<file path="src/rtl/ps2_device.sv">
// PS/2 device-side port: generates the PS/2 clock, sends bytes to the host,
// honours host inhibit / request-to-send and receives host bytes with ack.
// Optional build macro: PS2_DEV_PARITY_CHK_EN (parity/stop checking, errored
// frames are not delivered). Without it rx_err is tied 0 and every frame is delivered.
module ps2_device #(
    parameter int unsigned CLK_HALF    = 2500,
    parameter int unsigned INHIBIT_MIN = 5000
) (
    input  logic       clk,
    input  logic       reset,
    input  logic       ps2c_in,
    input  logic       ps2d_in,
    output logic       ps2c_oe,
    output logic       ps2d_oe,
    input  logic       wr_ps2,
    input  logic [7:0] tx_data,
    output logic       tx_idle,
    output logic       tx_done_tick,
    output logic [7:0] rx_data,
    output logic       rx_done_tick,
    output logic       rx_err
);

    typedef enum logic [2:0] {StIdle, StTx, StInhibit, StRxWait, StRx, StRxAck} state_e;

    state_e      r_state;
    logic        r_c_meta, r_c_sync, r_d_meta, r_d_sync;
    logic [31:0] r_cnt;
    logic        r_half;      // 0 = released (high) half, 1 = driven-low half
    logic [3:0]  r_bit;
    logic [10:0] r_tx_shift;  // {stop, parity, data, start}; bit 0 is on the line
    logic [7:0]  r_rx_shift;
    logic        r_c_oe, r_d_oe, r_tx_done, r_rx_done;
    logic [7:0]  r_rx_data;
`ifdef PS2_DEV_PARITY_CHK_EN
    logic        r_rx_par, r_rx_stop, r_rx_err;
    logic        w_frame_err;

    // Odd parity over data+parity, and a stop bit of 1, make a good frame.
    assign w_frame_err = ~(^{r_rx_par, r_rx_shift}) | ~r_rx_stop;
    assign rx_err      = r_rx_err;
`else
    assign rx_err      = 1'b0;
`endif

    assign ps2c_oe      = r_c_oe;
    assign ps2d_oe      = r_d_oe;
    assign tx_done_tick = r_tx_done;
    assign rx_done_tick = r_rx_done;
    assign rx_data      = r_rx_data;
    assign tx_idle      = (r_state == StIdle) && r_c_sync;

    // Two-flop synchronizers for the bidirectional lines; reset to idle-high.
    always_ff @(posedge clk or posedge reset) begin
        if (reset) begin
            r_c_meta <= 1'b1;
            r_c_sync <= 1'b1;
            r_d_meta <= 1'b1;
            r_d_sync <= 1'b1;
        end else begin
            r_c_meta <= ps2c_in;
            r_c_sync <= r_c_meta;
            r_d_meta <= ps2d_in;
            r_d_sync <= r_d_meta;
        end
    end

    // Main protocol FSM with registered line drivers and ticks.
    always_ff @(posedge clk or posedge reset) begin
        if (reset) begin
            r_state    <= StIdle;
            r_cnt      <= '0;
            r_half     <= 1'b0;
            r_bit      <= '0;
            r_tx_shift <= '0;
            r_rx_shift <= '0;
            r_c_oe     <= 1'b0;
            r_d_oe     <= 1'b0;
            r_tx_done  <= 1'b0;
            r_rx_done  <= 1'b0;
            r_rx_data  <= 8'h00;
`ifdef PS2_DEV_PARITY_CHK_EN
            r_rx_par   <= 1'b0;
            r_rx_stop  <= 1'b0;
            r_rx_err   <= 1'b0;
`endif
        end else begin
            r_tx_done <= 1'b0;
            r_rx_done <= 1'b0;
            case (r_state)
                StIdle: begin
                    r_c_oe <= 1'b0;
                    r_d_oe <= 1'b0;
                    r_cnt  <= '0;
                    r_half <= 1'b0;
                    r_bit  <= '0;
                    if (!r_c_sync) begin
                        r_state <= StInhibit;
                    end else if (wr_ps2) begin
                        r_tx_shift <= {1'b1, ~^tx_data, tx_data, 1'b0};
                        r_d_oe     <= 1'b1;  // start bit
                        r_state    <= StTx;
                    end
                end
                StTx: begin
                    // Skip the first cycles of a high half: the synchronizer still shows our own low.
                    if (!r_half && (r_cnt >= 32'd2) && !r_c_sync) begin
                        r_c_oe  <= 1'b0;
                        r_d_oe  <= 1'b0;
                        r_cnt   <= '0;
                        r_state <= StInhibit;
                    end else if (r_cnt == CLK_HALF - 1) begin
                        r_cnt <= '0;
                        if (!r_half) begin
                            r_half <= 1'b1;
                            r_c_oe <= 1'b1;
                        end else begin
                            r_half <= 1'b0;
                            r_c_oe <= 1'b0;
                            if (r_bit == 4'd10) begin
                                r_d_oe    <= 1'b0;
                                r_tx_done <= 1'b1;
                                r_state   <= StIdle;
                            end else begin
                                r_bit      <= r_bit + 4'd1;
                                r_tx_shift <= {1'b1, r_tx_shift[10:1]};
                                r_d_oe     <= ~r_tx_shift[1];
                            end
                        end
                    end else begin
                        r_cnt <= r_cnt + 32'd1;
                    end
                end
                StInhibit: begin
                    r_c_oe <= 1'b0;
                    r_d_oe <= 1'b0;
                    if (!r_c_sync) begin
                        if (r_cnt != '1) r_cnt <= r_cnt + 32'd1;
                    end else begin
                        r_cnt <= '0;
                        if ((r_cnt >= INHIBIT_MIN) && !r_d_sync) r_state <= StRxWait;
                        else                                     r_state <= StIdle;
                    end
                end
                StRxWait: begin
                    r_c_oe <= 1'b0;
                    r_d_oe <= 1'b0;
                    if (r_cnt == CLK_HALF - 1) begin
                        r_cnt   <= '0;
                        r_half  <= 1'b0;
                        r_bit   <= '0;
                        r_state <= StRx;
                    end else begin
                        r_cnt <= r_cnt + 32'd1;
                    end
                end
                StRx: begin
                    if (r_cnt == CLK_HALF - 1) begin
                        r_cnt <= '0;
                        if (!r_half) begin
                            r_half <= 1'b1;
                            r_c_oe <= 1'b1;
                        end else begin
                            // Rising clock edge: sample the host's bit.
                            r_half <= 1'b0;
                            r_c_oe <= 1'b0;
                            if (r_bit < 4'd8) r_rx_shift <= {r_d_sync, r_rx_shift[7:1]};
`ifdef PS2_DEV_PARITY_CHK_EN
                            else if (r_bit == 4'd8) r_rx_par <= r_d_sync;
                            else                    r_rx_stop <= r_d_sync;
`endif
                            if (r_bit == 4'd9) begin
                                r_bit   <= '0;
                                r_d_oe  <= 1'b1;  // ack
                                r_state <= StRxAck;
                            end else begin
                                r_bit <= r_bit + 4'd1;
                            end
                        end
                    end else begin
                        r_cnt <= r_cnt + 32'd1;
                    end
                end
                StRxAck: begin
                    if (r_cnt == CLK_HALF - 1) begin
                        r_cnt <= '0;
                        if (!r_half) begin
                            r_half <= 1'b1;
                            r_c_oe <= 1'b1;
                        end else begin
                            r_half  <= 1'b0;
                            r_c_oe  <= 1'b0;
                            r_d_oe  <= 1'b0;
                            r_state <= StIdle;
`ifdef PS2_DEV_PARITY_CHK_EN
                            r_rx_err <= w_frame_err;
                            if (!w_frame_err) begin
                                r_rx_data <= r_rx_shift;
                                r_rx_done <= 1'b1;
                            end
`else
                            r_rx_data <= r_rx_shift;
                            r_rx_done <= 1'b1;
`endif
                        end
                    end else begin
                        r_cnt <= r_cnt + 32'd1;
                    end
                end
                default: begin
                    r_c_oe  <= 1'b0;
                    r_d_oe  <= 1'b0;
                    r_state <= StIdle;
                end
            endcase
        end
    end

endmodule

</file>
<file path="config.mk">
export PLATFORM = sky130hd
export DESIGN_NAME = ps2_device
export DESIGN_NICKNAME = d
export VERILOG_FILES = /design/src/rtl/ps2_device.sv
export SDC_FILE = /design/constraint.sdc
export NUM_CORES = 1
export LEC_CHECK = 0
export CORE_AREA = 4 4 104 179
export DETAILED_ROUTE_END_ITERATION = 7
export DIE_AREA = 0 0 108 183
export PLACE_DENSITY = 0.47
export SYNTH_ARGS = -nofsm -noshare
export SYNTH_HDL_FRONTEND = slang
export SYNTH_SLANG_ARGS = --single-unit
</file>
<file path="constraint.sdc">
create_clock -name clk -period 2.44 [get_ports clk]
set_clock_uncertainty 0.15 [all_clocks]
set_input_delay 0.244 -clock clk [delete_from_list [all_inputs] [get_ports clk]]
set_output_delay 0.244 -clock clk [all_outputs]
set_load 0.02 [all_outputs]
</file>
==> reports/results.tsv, run 1 <==
metric	value	unit
Seq/Total Area, Yosys	0.4405	
core box area	17110	sq um
Post-synth ARST share	1.000	
EDFF count, synth	0	
status	complete, but fails checks	
total global-route track usage	0.1362	
vias	3765	
Post-synth top flop	dfrtp_1	
first-pass GRT wire length	20.83	mm
Final Hold Fails	0	
clk buf depth	2	
Rel. slew slack	0.6229	
setup ws final	-0.1386	ns
clk slew on worst S/H paths	0.06	ns
Mapped Area	4215	sq um
clock root cell	clkbuf_16	
routability cong.	0.8536	
violated checks	negative setup slack	
CP arrival	2.65	ns
HP Class	in -> async	
DRC viols	0	
number of global-route vias before repair	3907	
DP HPWL	9.427	mm
number of port buffers	25	
hold_ws	0.1554	ns
fin crit share	1.057	
worst-skew pair later-pin latency	0.34	ns
CP Capture Type	flip-flop	
Fillers	1725	
die area	19760	sq um
Final Max Tran Viols	0	
post-synthesis cell type count	72	
wire per inst	16.57	um
crit-path max FO	4	
hold buffer count at CTS	0	
CTS tree	done	
First-pass DRT Iterations	4	
initial antenna violation count	0	
layout cells sized above 1	0.3689	
sum of negative setup slack	-1.701	ns
crit path launch type	flip-flop	
Mapped Cells	431	
Peak supply drop	0.3541	mV
cts bufs inserted	9	
crit path kind	reg -> reg	
worst path required time	2.51	ns
Antenna Cells	0	
largest net degree at the start of global routing	75	
mean post-synth cell area	9.780	sq um
setup violators final	32	
Max Clk Rate	387.8	MHz
most frequent cells in the layout	84 x buf_4, 67 x dfrtp_1, 36 x nand2_1	
reg2reg setup slack	-0.14	ns
DRT iter0 DRCs	222	
# rows	63	
H-tree Lvls	3	
power density over cell area	840.7	nW/um^2
fin crit period	2.579	ns
most common cell after layout, fill and taps aside	buf_4	
leakage power	2.688	nW
die width	108	um
syn_nets	449	
Worst Reg-to-Reg Cells	9	
Ys Warns	0	
GRT overflow	0	
DR vias/cell	4.827	
die height	183	um
# IOs	27	
Initial Util	0.2464	
#FFs+latches synth	74	
RSZ-0062 raised after global routing	yes	
max-capacitance violation count	0	
Post-Route WL	12.92	mm
Sink Count	74	
worst slew pin tran	0.5605	ns
area added between synthesis and finish	46.01	%
Post-layout nets	566	
Routed Antenna Nets	0	
[registers in the layout, indices dropped and copies added (netlist names)]
name / flops
ps2c_oe: 1
ps2d_oe: 1
r_bit: 4
r_c_meta: 1
r_c_sync: 1
r_cnt: 32
r_d_meta: 1
r_d_sync: 1
r_half: 1
r_rx_shift: 8
r_state: 3
r_tx_shift: 10
rx_data: 8
rx_done_tick: 1
tx_done_tick: 1
[synth_stat cells, drive strengths merged, types with 5 or more instances]
| master | count | area [sq um] |
|---|---|---|
| a21oi | 18 | 93.84 |
| buf | 11 | 68.81 |
| clkbuf | 11 | 42.54 |
| and3 | 9 | 56.30 |
| dfrtp | 70 | 1752 |
| xnor2 | 6 | 52.55 |
| nor2 | 21 | 78.83 |
| o21ai | 35 | 178.9 |
| o31ai | 6 | 63.81 |
| nand2 | 40 | 150.1 |
| and4 | 6 | 52.55 |
| nand3 | 23 | 115.1 |
| mux2i | 14 | 140.1 |
| ha | 5 | 62.56 |
| a22o | 9 | 78.83 |
| mux2 | 18 | 202.7 |
| nand2b | 7 | 51.30 |
| or3 | 5 | 36.28 |
| inv | 20 | 75.07 |
| nor3 | 13 | 87.58 |
| nor4 | 13 | 148.9 |
| nand4 | 9 | 62.56 |
| nor2b | 8 | 50.05 |
[report_power, final]
group	switching [mW]	internal, mW	total [mW]
Sequential	0.131	1.36	1.49
Combinational	1.09	1.09	2.18
Clock	0.548	0.953	1.50
[worst max-delay path: stages, from the launching register on]
cell,delay (ns)
dfrtp_1,0.38
nor4_2,0.30
buf_4,0.18
nand4_4,0.14
o31ai_4,0.28
a21oi_2,0.13
buf_4,0.16
a311oi_4,0.22
a211o_1,0.20
mux2_4,0.31
[layer usage]
layer	vias to the layer above	part of all wire	GRT usage
li1	1822	-	-
met1	1872	0.36	0.1346
met2	50	0.58	0.2679
met3	21	0.024	0.02571
met4	0	0.030	0.05865
met5	-	0	0
[final timing paths]
check                                 startpoint                endpoint
max in group asynchronous                  reset    r_cnt[3]$_DFFE_PP0P_
setup / recovery           r_cnt[30]$_DFFE_PP0P_  r_state[0]$_DFFE_PP0P_
min in group clk                         ps2c_in      r_c_meta$_DFF_PP1_
hold / removal                             reset  rx_data[5]$_DFFE_PP0P_
setup reg to reg           r_cnt[30]$_DFFE_PP0P_  r_state[0]$_DFFE_PP0P_
hold reg to reg               r_d_meta$_DFF_PP1_      r_d_sync$_DFF_PP1_
[through the flow]
stage / power [mW] / std cells / util / setup slack (ns) / area (sq um)
4_1_cts: 5.150 / 778 / 0.3540 / -0.1946 / 6056
3_3_place_gp: 3.200 / 752 / 0.3163 / -0.3155 / 5410
2_1_floorplan: 2.547 / 431 / - / -0.05157 / 4244
6_report: 5.174 / 780 / 0.3598 / -0.1386 / 6155
3_5_place_dp: 3.227 / 752 / 0.3163 / -0.3573 / 5410
5_1_grt: 5.441 / 780 / 0.3598 / -0.2699 / 6155
[cell type report]
type | count | area [sq um] | area share
Multi-Input combinational cell | 315 | 2450 | 0.3980
Inverter | 20 | 75.07 | 0.01220
Sequential cell | 74 | 1861 | 0.3023
Tap cell | 227 | 284.0 | 0.04615
Timing Repair Buffer | 128 | 1154 | 0.1874
Clock buffer | 12 | 256.5 | 0.04168
Clock inverter | 4 | 75.07 | 0.01220
[repair_timing]
item / 4_1_cts / 5_1_grt
resized for setup: 58 / 21
hold endpoints to repair: 0 / 0
buffers inserted: 10 / 2
setup endpoints to repair: 56 / 66
pin swaps: 32 / 9
cloned: 0 / 0
[cells by family (layout without fill, tap and decap cells)]
logic type | count (synthesis) | count (layout) | synth area share
xor+xnor | 7 | 7 | 0.01454
buf+inv | 42 | 164 | 0.04422
mux | 32 | 32 | 0.08133
fa+ha+maj | 5 | 5 | 0.01484
other cells | 1 | 1 | 0.0008896
compound gates | 105 | 105 | 0.1713
simple gates | 165 | 165 | 0.2324
flops | 74 | 74 | 0.4405
Note: power is estimated with default switching activity, not from simulation.
==> inputs of run 2 (changes only) <==
--- a/config.mk
+++ b/config.mk
@@ -9,6 +9,8 @@
 export DETAILED_ROUTE_END_ITERATION = 7
 export DIE_AREA = 0 0 108 183
 export PLACE_DENSITY = 0.47
+export SETUP_SLACK_MARGIN = 0.5
 export SYNTH_ARGS = -nofsm -noshare
 export SYNTH_HDL_FRONTEND = slang
 export SYNTH_SLANG_ARGS = --single-unit
+export TNS_END_PERCENT = 1
==> reports/results.tsv, run 2 (synthesis gave the netlist of run 1 again) <==
metric	value	unit
Top delay family on crit path	compound AO/OA/AOI/OAI gates	
power density over cell area	791.4	nW/um^2
wire per inst	15.40	um
biggest regs	r_cnt x32, r_tx_shift x10	
CP Capture Type	flip-flop	
Worst path depth	8	
Post-layout nets	561	
Peak supply drop	0.4490	mV
die area	19760	sq um
GRT overflow	0	
placed instance area	5384	sq um
worst path required time	2.50	ns
origin of the worst setup path	r_cnt[19]$_DFFE_PP0P_	
area added between synthesis and finish	43.31	%
Worst R2R Start	r_cnt[19]$_DFFE_PP0P_	
Reg2Reg Capture Point	r_state[0]$_DFFE_PP0P_	
crit-path max FO	5	
Critical-path top delay cell	dfrtp_1	
RSZ-0062 raised after global routing	yes	
largest net degree at the start of global routing	75	
DRT iter0 DRCs	253	
violated checks	negative setup slack	
total power draw	4.781	mW
worst-skew pair later-pin latency	0.33	ns
clk buf depth	2	
routability cong.	0.8353	
Rel. slew slack	0.6728	
Max Clk Rate	390.1	MHz
clk slew on worst S/H paths	0.06	ns
H-tree Lvls	3	
Final Hold Fails	0	
die width	108	um
number of global-route vias before repair	3942	
number of port buffers	25	
worst slew pin tran	0.4864	ns
Final Max Tran Viols	0	
# IOs	27	
setup ws final	-0.1232	ns
Worst Reg-to-Reg Cells	8	
CP endpoint	r_state[0]$_DFFE_PP0P_	
Routed Antenna Nets	0	
fin area	6041	sq um
hold buffer count at CTS	0	
Most flops, register	r_cnt	
die height	183	um
crit path launch type	flip-flop	
vias	3722	
DRC viols	0	
crit-path cells	nor4_2 > buf_4 > nand4_4 > o31ai_4 > a21oi_4 > a311oi_2 > a211o_1 > mux2_4	
Sink Count	74	
reg2reg setup slack	-0.12	ns
total global-route track usage	0.1261	
CP arrival	2.63	ns
Initial Util	0.2464	
max-capacitance violation count	0	
first-pass GRT wire length	19.73	mm
status	complete, but fails checks	
Post-Route WL	11.94	mm
crit path kind	reg -> reg	
initial antenna violation count	0	
CTS tree	done	
most common cell after layout, fill and taps aside	buf_4	
clock root cell	clkbuf_16	
most frequent cells in the layout	83 x buf_4, 67 x dfrtp_1, 37 x nand2_1	
max incr delay on CP	0.40	ns
Antenna Cells	0	
fin crit share	1.050	
cts bufs inserted	9	
leakage power	2.651	nW
First-pass DRT Iterations	4	
DR vias/cell	4.803	
layout cells sized above 1	0.3467	
setup violators final	28	
fin crit period	2.563	ns
WP buf/inv	1	
# rows	63	
DP HPWL	8.862	mm
HP Class	in -> reg	
core box area	17110	sq um
max reg flops	32	
## run 2: cell count changes in the layout (fill, tap and decap cells not counted), sizes merged
cell,previous run,this run
buf,103,98
clkinv,0,2
bufinv,2,1
clkinvlp,2,1
## run 2: worst min-delay path by stage
stage	to	slack [ns]	start	cells past startpoint
2_1_floorplan	r_c_meta$_DFF_PP1_	0.1	ps2c_in	0
3_3_place_gp	r_d_sync$_DFF_PP1_	0.20	r_d_meta$_DFF_PP1_	0
3_5_place_dp	r_d_sync$_DFF_PP1_	0.20	r_d_meta$_DFF_PP1_	0
4_1_cts	r_d_meta$_DFF_PP1_	0.15	ps2d_in	1
5_1_grt	r_d_meta$_DFF_PP1_	0.16	ps2d_in	1
6_report	r_d_meta$_DFF_PP1_	0.16	ps2d_in	1
## run 2: metrics by stage
stage | setup TNS, ns | setup WS [ns] | util | hold WS (ns) | instances
floorplan | -0.2414 | -0.05612 | - | 0.09848 | 431
global placement | -4.039 | -0.1830 | 0.3148 | 0.1980 | 751
detailed placement | -5.701 | -0.2245 | 0.3148 | 0.1968 | 751
CTS | -1.392 | -0.08935 | 0.3407 | 0.1531 | 768
global route | -5.806 | -0.2263 | 0.3532 | 0.1637 | 775
finish | -1.165 | -0.1232 | 0.3532 | 0.1625 | 775
## run 2: where the power goes
| group | leakage, nW | switching [mW] | internal, mW | total (mW) |
|---|---|---|---|---|
| combinational | 1.52 | 0.996 | 0.959 | 1.95 |
| clock | 0.143 | 0.514 | 0.821 | 1.33 |
| sequential | 0.988 | 0.131 | 1.36 | 1.49 |
| total | 2.65 | 1.64 | 3.14 | 4.78 |
## run 2: per-layer routing
metal,up-vias,part of all wire,track usage
met5,-,0,0
li1,1803,-,-
met1,1828,0.37,0.1315
met4,0,0.043,0.07381
met3,26,0.026,0.02395
met2,65,0.56,0.2303
## run 2: worst reg2reg max path, cell delays in order (launching register included)
cell and delay, ns:
dfrtp_1 0.40, nor4_2 0.27, buf_4 0.18, nand4_4 0.16, o31ai_4 0.32, a21oi_4 0.13
a311oi_2 0.32, a211o_1 0.20, mux2_4 0.31
## run 2: layout make-up
class                      count  area, sq um
fill                        1716        11060
multi-input combinational    315         2437
sequential                    74         1861
timing repair buffer         123         1086
tap                          227        284.0
clock buffer                  12        246.5
inverter                      20        75.07
clock inverter                 4        51.30
## run 2: timing repair
item / in CTS / in global routing
buffers inserted: 0 / 7
gates cloned: 1 / 0
pin swaps: 7 / 23
gates resized for setup: 28 / 42
setup endpoints to repair: 71 / 71
==> inputs of run 3 (changes only) <==
--- a/config.mk
+++ b/config.mk
@@ -10,6 +10,7 @@
 export DIE_AREA = 0 0 108 183
 export PLACE_DENSITY = 0.47
 export SETUP_SLACK_MARGIN = 0.5
+export SKIP_CTS_REPAIR_TIMING = 1
 export SYNTH_ARGS = -nofsm -noshare
 export SYNTH_HDL_FRONTEND = slang
 export SYNTH_SLANG_ARGS = --single-unit
==> reports/results.tsv, run 3 (synthesis gave the netlist of run 1 again) <==
metric	value	unit
leakage power	2.602	nW
Fillers	1725	
vias	3684	
crit path launch type	flip-flop	
worst path required time	2.52	ns
most frequent cells in the layout	85 x buf_4, 67 x dfrtp_1, 38 x nand2_1	
status	complete, but fails checks	
routability cong.	0.8353	
met2 usage	0.2293	
CTS tree	done	
DP HPWL	8.862	mm
reg2reg setup slack	-0.09	ns
CP Capture Type	flip-flop	
initial antenna violation count	0	
Antenna Cells	0	
# rows	63	
power share of the clock group	0.285	
Routed Antenna Nets	0	
Worst R2R Start	r_cnt[23]$_DFFE_PP0P_	
pre-CTS WS	-0.2245	ns
total power draw	4.673	mW
max incr delay on CP	0.38	ns
Net Switching	1.605	mW
origin of the worst setup path	r_cnt[23]$_DFFE_PP0P_	
DR vias/cell	4.778	
Int Pwr	3.068	mW
fraction of power spent switching nets	0.3435	
clock root cell	clkbuf_16	
multi-input logic area	2395	sq um
Critical-path top delay cell	dfrtp_1	
total global-route track usage	0.1242	
Max Clk Rate	395.8	MHz
fin area	5946	sq um
Seq. cell area	1861	sq um
max reg flops	32	
Final Hold Fails	0	
number of port buffers	25	
Most flops, register	r_cnt	
die area	19760	sq um
CP arrival	2.61	ns
cts bufs inserted	9	
Final Max Tran Viols	0	
core box area	17110	sq um
fin crit share	1.035	
area added between synthesis and finish	41.05	%
Seq pwr share	0.319	
clk slew on worst S/H paths	0.06	ns
Post-Route WL	11.81	mm
violated checks	negative setup slack	
DRT iter0 DRCs	221	
busiest grt layer	met2	
Gate power share	0.396	
die width	108	um
setup ws final	-0.08630	ns
M1 GR Usage	0.1281	
Post-layout nets	557	
crit-path cells	nor4_2 > buf_4 > nand4_4 > o31ai_4 > a21oi_4 > o31a_4 > or3_1 > o21ai_0	
fin crit period	2.526	ns
biggest regs	r_cnt x32, r_tx_shift x10	
power density over cell area	785.9	nW/um^2
clk buf depth	2	
crit-path max FO	8	
crit path kind	reg -> reg	
Peak supply drop	0.4212	mV
M3 GR Usage	0.02466	
placed instance area	5384	sq um
worst-skew pair later-pin latency	0.33	ns
RSZ-0062 raised after global routing	yes	
die height	183	um
Reg2Reg Capture Point	r_cnt[23]$_DFFE_PP0P_	
number of global-route vias before repair	3922	
# IOs	27	
wire per inst	15.32	um
largest net degree at the start of global routing	75	
DRC viols	0	
H-tree Lvls	3	
GRT overflow	0	
first-pass GRT wire length	19.47	mm
Sink Count	74	
setup violators final	25	
max-capacitance violation count	0	
HP Class	in -> async	
First-pass DRT Iterations	4	
layout cells sized above 1	0.3272	
Worst Reg-to-Reg Cells	8	
most common cell after layout, fill and taps aside	buf_4	
Initial Util	0.2464	
CP endpoint	r_cnt[23]$_DFFE_PP0P_	
[run 3: cell types whose count changed in the layout (fill, tap and decap cells not counted), sizes merged]
| cell | change |
|---|---|
| buf | -4 |
[run 3: worst min path at each step]
stage / startpoint / endpoint / slack, ns / depth (start not counted)
floorplan: ps2c_in / r_c_meta$_DFF_PP1_ / 0.1 / 0
global placement: r_d_meta$_DFF_PP1_ / r_d_sync$_DFF_PP1_ / 0.20 / 0
detailed placement: r_d_meta$_DFF_PP1_ / r_d_sync$_DFF_PP1_ / 0.20 / 0
CTS: ps2d_in / r_d_meta$_DFF_PP1_ / 0.15 / 1
global route: ps2d_in / r_d_meta$_DFF_PP1_ / 0.16 / 1
finish: reset / r_cnt[4]$_DFFE_PP0P_ / 0.16 / 3
[run 3: area by class of cell]
cell class | count | share of cell area
Inverter | 20 | 0.01263
Clock buffer | 12 | 0.04146
Multi-Input combinational cell | 315 | 0.4028
Tap cell | 227 | 0.04777
Clock inverter | 4 | 0.008628
Timing Repair Buffer | 119 | 0.1738
Sequential cell | 74 | 0.3129
[run 3: per-layer routing]
metal	part of all wire	vias to the layer above
met5	0	-
met4	0.036	0
met3	0.029	25
met2	0.57	64
met1	0.37	1799
li1	-	1796
[run 3: stage by stage]
step	hold slack, ns	utilization	std cells	TNS [ns]
after global routing	0.1640	0.3476	771	-6.176
after global placement	0.1980	0.3148	751	-4.039
final	0.1626	0.3476	771	-1.184
after detailed placement	0.1968	0.3148	751	-5.701
after CTS	0.1531	0.3322	767	-6.475
after floorplan	0.09848	-	431	-0.2414
[run 3: worst max-delay path, delay by kind of cell, from the launching register on]
family | cells | cell delay, ns
buffers and inverters | 1 | 0.18
AO/OA/AOI/OAI | 4 | 0.93
flip-flops | 1 | 0.38
AND/OR/NAND/NOR | 3 | 0.77
[run 3: power by group through the flow]
stage	sequential [mW]	clock [mW]	combinational, mW
floorplan	1.46	0	1.07
global placement	1.50	0	1.64
CTS	1.48	1.38	1.67
global route	1.51	1.43	2.04
finish	1.49	1.33	1.85
detailed placement	1.50	0	1.67
